--- src/rtl/delta_encoder.sv ---
// delta_encoder: frame-based signed first-difference encoder; define DELTA_CHECKSUM_EN to add a 32-bit frame checksum port
module delta_encoder #(
    parameter int SAMPLE_W  = 16,
    parameter int FRAME_LEN = 1024,
    parameter int CNT_W     = 10
) (
    input  logic                clk,
    input  logic                rst_n,
    input  logic                start,
    input  logic                in_valid,
    output logic                in_ready,
    input  logic [SAMPLE_W-1:0] in_data,
    output logic                out_valid,
    input  logic                out_ready,
    output logic [SAMPLE_W:0]   out_data,
    output logic                out_first,
    output logic                out_last,
    output logic                busy,
    output logic                done
`ifdef DELTA_CHECKSUM_EN
    ,
    output logic [31:0]         checksum
`endif
);
    typedef enum logic [1:0] {IDLE, RUN, DRAIN, DONE} state_t;
    state_t state, state_nx;
    logic [CNT_W-1:0] in_cnt;
    logic [SAMPLE_W-1:0] prev;
    logic acc, acc_last, clr;
    assign acc      = in_valid && in_ready;
    assign acc_last = acc && (in_cnt == CNT_W'(FRAME_LEN - 1));
    assign clr      = (state == IDLE) && start;
    always_ff @(posedge clk or negedge rst_n) begin
        if (!rst_n) state <= IDLE;
        else        state <= state_nx;
    end
    always_comb begin
        state_nx = state;
        case (state)
            IDLE:    state_nx = start ? RUN : IDLE;
            RUN:     state_nx = acc_last ? DRAIN : RUN;
            DRAIN:   state_nx = (out_valid && out_ready && out_last) ? DONE : DRAIN;
            default: state_nx = IDLE;
        endcase
    end
    always_comb begin
        in_ready = (state == RUN) && (!out_valid || out_ready);
        busy     = (state == RUN) || (state == DRAIN);
        done     = (state == DONE);
    end
    // output register reloads on the same edge it handshakes, giving one word per clock
    always_ff @(posedge clk or negedge rst_n) begin
        if (!rst_n) begin
            in_cnt    <= '0;
            prev      <= '0;
            out_valid <= 1'b0;
            out_data  <= '0;
            out_first <= 1'b0;
            out_last  <= 1'b0;
        end else if (clr) begin
            in_cnt    <= '0;
            prev      <= '0;
            out_valid <= 1'b0;
            out_first <= 1'b0;
            out_last  <= 1'b0;
        end else if (acc) begin
            in_cnt    <= in_cnt + CNT_W'(1);
            prev      <= in_data;
            out_valid <= 1'b1;
            out_data  <= (in_cnt == '0) ? {1'b0, in_data} : {1'b0, in_data} - {1'b0, prev};
            out_first <= (in_cnt == '0);
            out_last  <= acc_last;
        end else if (out_valid && out_ready) begin
            out_valid <= 1'b0;
        end
    end
`ifdef DELTA_CHECKSUM_EN
    always_ff @(posedge clk or negedge rst_n) begin
        if (!rst_n)   checksum <= '0;
        else if (clr) checksum <= '0;
        else if (acc) checksum <= checksum + 32'(in_data);
    end
`endif
endmodule

--- config.mk ---
export PLATFORM = sky130hd
export DESIGN_NAME = delta_encoder
export DESIGN_NICKNAME = d
export VERILOG_FILES = /design/src/rtl/delta_encoder.sv
export SDC_FILE = /design/constraint.sdc
export NUM_CORES = 1
export LEC_CHECK = 0
export CAP_MARGIN = 20
export CELL_PAD_IN_SITES_DETAIL_PLACEMENT = 0
export CELL_PAD_IN_SITES_GLOBAL_PLACEMENT = 1
export CORE_MARGIN = 10
export CORE_UTILIZATION = 30
export DETAILED_ROUTE_END_ITERATION = 6
export PLACE_DENSITY = 0.57
export SLEW_MARGIN = 10
export SYNTH_ARGS = -nofsm -noshare
export SYNTH_HDL_FRONTEND = slang
export SYNTH_SLANG_ARGS = --single-unit
--- constraint.sdc ---
create_clock -name clk -period 4.34 [get_ports clk]
set_input_delay 1.085 -clock clk [delete_from_list [all_inputs] [get_ports clk]]
set_output_delay 1.085 -clock clk [all_outputs]
set_load 0.1 [all_outputs]
; ---- After elaboration in Yosys (flattened, before gate mapping)
; Cells that the tools add are included.
[op_classes]
add_sub_neg = 2
n_eq_ne = 4
n_mux = 16
bitwise_logic = 1
reduce_logical = 14
[ops]
columns = op, count
row1 = 16-bit two-way mux, 2
row2 = 10-bit two-way mux, 2
row3 = 17-bit two-way mux, 1
row4 = 16-bit by 16-bit subtractor with 17-bit output, 1
row5 = 10-bit by 1-bit adder with 10-bit output (second input constant), 1
row6 = 10-bit == test (second input constant), 1
row7 = 10-bit logical NOT, 1
row8 = 1-bit two-way mux, 9
row9 = 1-bit logical AND, 6
row10 = 2-bit case mux with 3 select lines, 1
row11 = 2-bit == test (second input constant), 2
row12 = 3-bit nonzero test, 1
row13 = 2-bit by 1-bit == test with 1-bit output (second input constant), 1
row14 = 2-bit logical NOT, 1
row15 = 1-bit logical OR, 2
row16 = 2-bit two-way mux, 1
row17 = 2-bit AND reduction, 1
row18 = 2-bit nonzero test, 1
row19 = 1-bit logical NOT, 1
row20 = 1-bit inverter, 1
[totals]
regBits = 48
in_bits = 21
output_inout_bits = 23
wordCells = 44

; ---- Logic depth before layout (Yosys ltp)
[depth]
depth_word = 7
depth_mapped = 10
depth_no_buf = 10

; ---- Worst setup path before layout
; Ideal clock, no wire load.
[synth_timing]
path_kind = input to output
start = in out_ready
end = out in_ready
t_arrival_ns = 1.995
setup_slack_ns = 1.260
path_stages = 2
n_path_buf = 0
path_cell_list = nand2b_1 > and2_1
[synth_between]
elab_chain_cells = 2
[synth_lines]
columns = element, line_no
row1 = start: declaration, 14  ; input logic out_ready,
row2 = 1-bit logical OR, 47  ; in_ready = (state == RUN) && (!out_valid || out_ready);
row3 = 1-bit logical AND, 47
row4 = end: declaration, 11  ; output logic in_ready,
; No other way between the ends.

; ---- Worst setup path in the final report
[layout_timing]
start = reg state[1]
end = out busy
[layout_between]
elab_chain_cells = 2
word_cells_on_any_way = 3
classes_between = eq/ne: 2 / reduce/logical: 1
[layout_lines]
columns = element, line_no
row1 = start: declaration, 26  ; state_t state, state_nx;
row2 = start signal: assignment, 35  ; else state <= state_nx;
row3 = 2-bit by 1-bit == test with 1-bit output or 2-bit == test (tied branches), 48  ; busy = (state == RUN) || (state == DRAIN);
row4 = 1-bit logical OR (*), 48
row5 = end: declaration, 18  ; output logic busy,
; Mark *: on every way between the ends. The rest lies on a longest branch, timed or not.

==> impl_metrics.yaml <==
synth:
  post_synth.cell_area_avg_sq_um: 8.87
  ys_ff_latch: 48
  yosysMostFrequentCell: "nand2_1"
  synth.cell_area_sq_um: 3010
  synth_top_cell_area_share_pct: 39.9
  synth_ff_type: "dfrtp_1"
  synth_top_cells_by_area: "dfrtp_1 40%, ha_1 9.2%, nand2_1 7.6%, a21oi_1 5.7%, xor2_1 3.5%"
  async_flop_share_pct: 100
  syn_nets: 383
  yosysTopAreaCell: "dfrtp_1"
  synthTopCellsByCount: "61 x nand2_1, 48 x dfrtp_1, 34 x a21oi_1"
  yosysSeqAreaShare_pct: 39.9
  synth-edff-count: 0
  synthDistinctLibCells: 47
  synth_cells: 339
  synth_warnings: 0
run:
  maxCapViolations: 0
placement:
  io_buffers: 43
  gp_congestion: 0.783
  place_area_sq_um: 3560
  hpwl_um: 5690
setup_path:
  path_class: "reg2out"
  worst_setup_path_end_kind: "primary output"
  regToRegStartpoint: "state[1]"
  r2r_cells: 8
  crit_path_start_kind: "flip-flop"
  rrSetupSlack_ns: 2.02
  cp.required_ns: 3.25
  cp_slowest_cell: "clkdlybuf4s50_1"
  slowest_delay_ns: 1.13
  path_cells: "inv_1 -> ha_1 -> clkdlybuf4s50_1"
  worstSetupStartpoint: "state[1]"
  critPathMaxFanout: 3
  cp.arrival_ns: 2.20
  endpoint: "busy"
  reg2reg_to: "out_data[16]"
floorplan:
  rows: 36
  core-area_sq_um: 9770
  io_pins: 44
  start_util_pct: 30.8
  die_w_um: 120
  fp.dieArea_sq_um: 14400
  die_height_um: 120
routing:
  ant_nets: 0
  drt_iter0_markers: 102
  drc_errors: 0
  vias: 2440
  wl_per_cell_um: 15.6
  vias_per_cell: 4.77
  drt_pre_antenna_iters: 4
  routed_wirelength_um: 8000
timing:
  grt_setup_unrepaired: "no"
  hold_viol_final: 0
  finalCritPeriodShare_pct: 75.7
  period_minus_slack_ns: 3.28
  tightest_slew_ns: 1.00
  tns_ns: 0
  finClkSkew_ns: 0.0123
  fmax_mhz: 304
  setup_viol: 0
  slew_violations: 0
  slew_headroom_pct: 33.1
  whs_ns: 0.490
finish:
  nets: 422
  syn2layout_area_growth_pct: 21.9
  fin_area_sq_um: 3670
  num-fill-cells: 1028
  drive_gt1_share_pct: 7.65
  antenna_cells: 0
power_and_ir_drop:
  ir_worst_vdd_mv: 0.129
  p_int_uw: 668
  power_leakage_nw: 1.54
  switching_power_uw: 224
  p_seq_share_pct: 50.1
  power.share.clock_pct: 37.2
  p_sw_share_pct: 25.1
  comb_power_share_pct: 12.6
  power.density_nw_per_um2: 243
cts:
  clockBufferDepth: 2
  post-cts-setup-buffer-count: 0
  clk_latency_ns: 0.30
  post_cts_resized: 0
  cts_sinks: 48
  numCtsBuffers: 5
  ctsHoldBuffers: 0
  h-tree-depth: 2
  cts_tree: "done"
  clkTransAtPathRegs_ns: 0.10
  root_buffer: "clkbuf_8"
global_routing:
  first_global_vias: 2560
  grt_max_degree: 49
  grt_first_pass_wirelength_um: 13600
  globalRoute.totalOverflow: 0
  grt_antenna_before_repair: 0
  grt_usage_pct: 11.4
run_status:
  outcome: "completed"
hold_path:
  min_path_type: "reg2reg"
routing by layer:
metal | track usage [%] | share of wire, % | up-vias
li1 | - | - | 1228
met3 | 2.81 | 4.3 | 5
met1 | 16.0 | 51 | 1161
met5 | 0 | 0 | -
met4 | 2.26 | 0.58 | 0
met2 | 17.2 | 44 | 46
worst min-delay path by stage:
| stage | start | end | slack [ns] | depth (start not counted) |
|---|---|---|---|---|
| after CTS | out_data[5] | out_data[5] | 0.50 | 2 |
| after floorplan | state[0] | state[1] | 0.48 | 1 |
| after global placement | out_data[2] | out_data[2] | 0.46 | 2 |
| after detailed placement | out_data[5] | out_data[5] | 0.48 | 2 |
| final | out_data[4] | out_data[4] | 0.49 | 2 |
| after global routing | out_data[5] | out_data[5] | 0.53 | 2 |
cell type report:
cell class,instances,area (sq um),share of cell area (%)
Clock buffer,6,72.6,1.98
Clock inverter,2,35.0,0.955
Inverter,22,82.6,2.25
Multi-Input combinational cell,254,1660,45.2
Sequential cell,48,1200,32.8
Tap cell,133,166,4.54
Timing Repair Buffer,47,453,12.4
cell usage in the layout, fill, tap and decap left out, drive strengths merged, types with 2 or more instances in the layout:
cell type,Yosys,routed
nand2,64,64
dfrtp,48,48
clkdlybuf4s50,0,41
a21oi,35,35
o21ai,25,25
inv,22,22
ha,22,22
nor2,22,22
xor2,12,12
xnor2,10,10
a22oi,8,8
and3,6,6
nand2b,6,6
clkbuf,8,6
buf,7,6
nand4,5,5
o211ai,5,5
mux2i,4,4
a31oi,4,4
nand3,3,3
nor3,2,2
a21o,2,2
a21boi,2,2
and2,2,2
nor2b,2,2
stage by stage:
step | setup slack (ns) | power, mW | utilization [%] | cells
after floorplan | 1.26 | 0.521 | - | 339
after global placement | 0.887 | 0.570 | 36.4 | 504
after detailed placement | 0.867 | 0.569 | 36.4 | 504
after CTS | 1.02 | 0.907 | 37.5 | 512
after global routing | 0.963 | 0.935 | 37.5 | 512
final | 1.06 | 0.892 | 37.5 | 512
sequential cells by signal, indices dropped and copies added (netlist names):
name       count
in_cnt        10
out_data      17
out_valid      1
out_first      1
prev          16
state          2
out_last       1
worst max-delay path, delay by kind of cell (launching register included):
family / cells / cell delay (ns)
DFF: 1 / 0.40
adders and majority gates: 1 / 0.28
buffers and inverters: 2 / 1.22
power by group through the flow:
stage	combinational, mW	sequential, mW	clock [mW]
after global placement	0.115	0.456	0
after floorplan	0.0649	0.456	0
after CTS	0.114	0.447	0.346
final	0.113	0.447	0.332
after global routing	0.125	0.447	0.363
after detailed placement	0.114	0.456	0
logic make-up (layout without fill, tap and decap cells):
| kind of cell | Yosys count | count (layout) | share of synthesized area (%) |
|---|---|---|---|
| compound gates | 89 | 89 | 19.3 |
| xor+xnor | 22 | 22 | 6.41 |
| fa+ha+maj | 23 | 23 | 9.82 |
| buf+inv | 37 | 77 | 4.99 |
| flops | 48 | 48 | 39.9 |
| mux | 4 | 4 | 1.33 |
| simple gates | 116 | 116 | 18.2 |
Power figures use the tool's default switching activity.
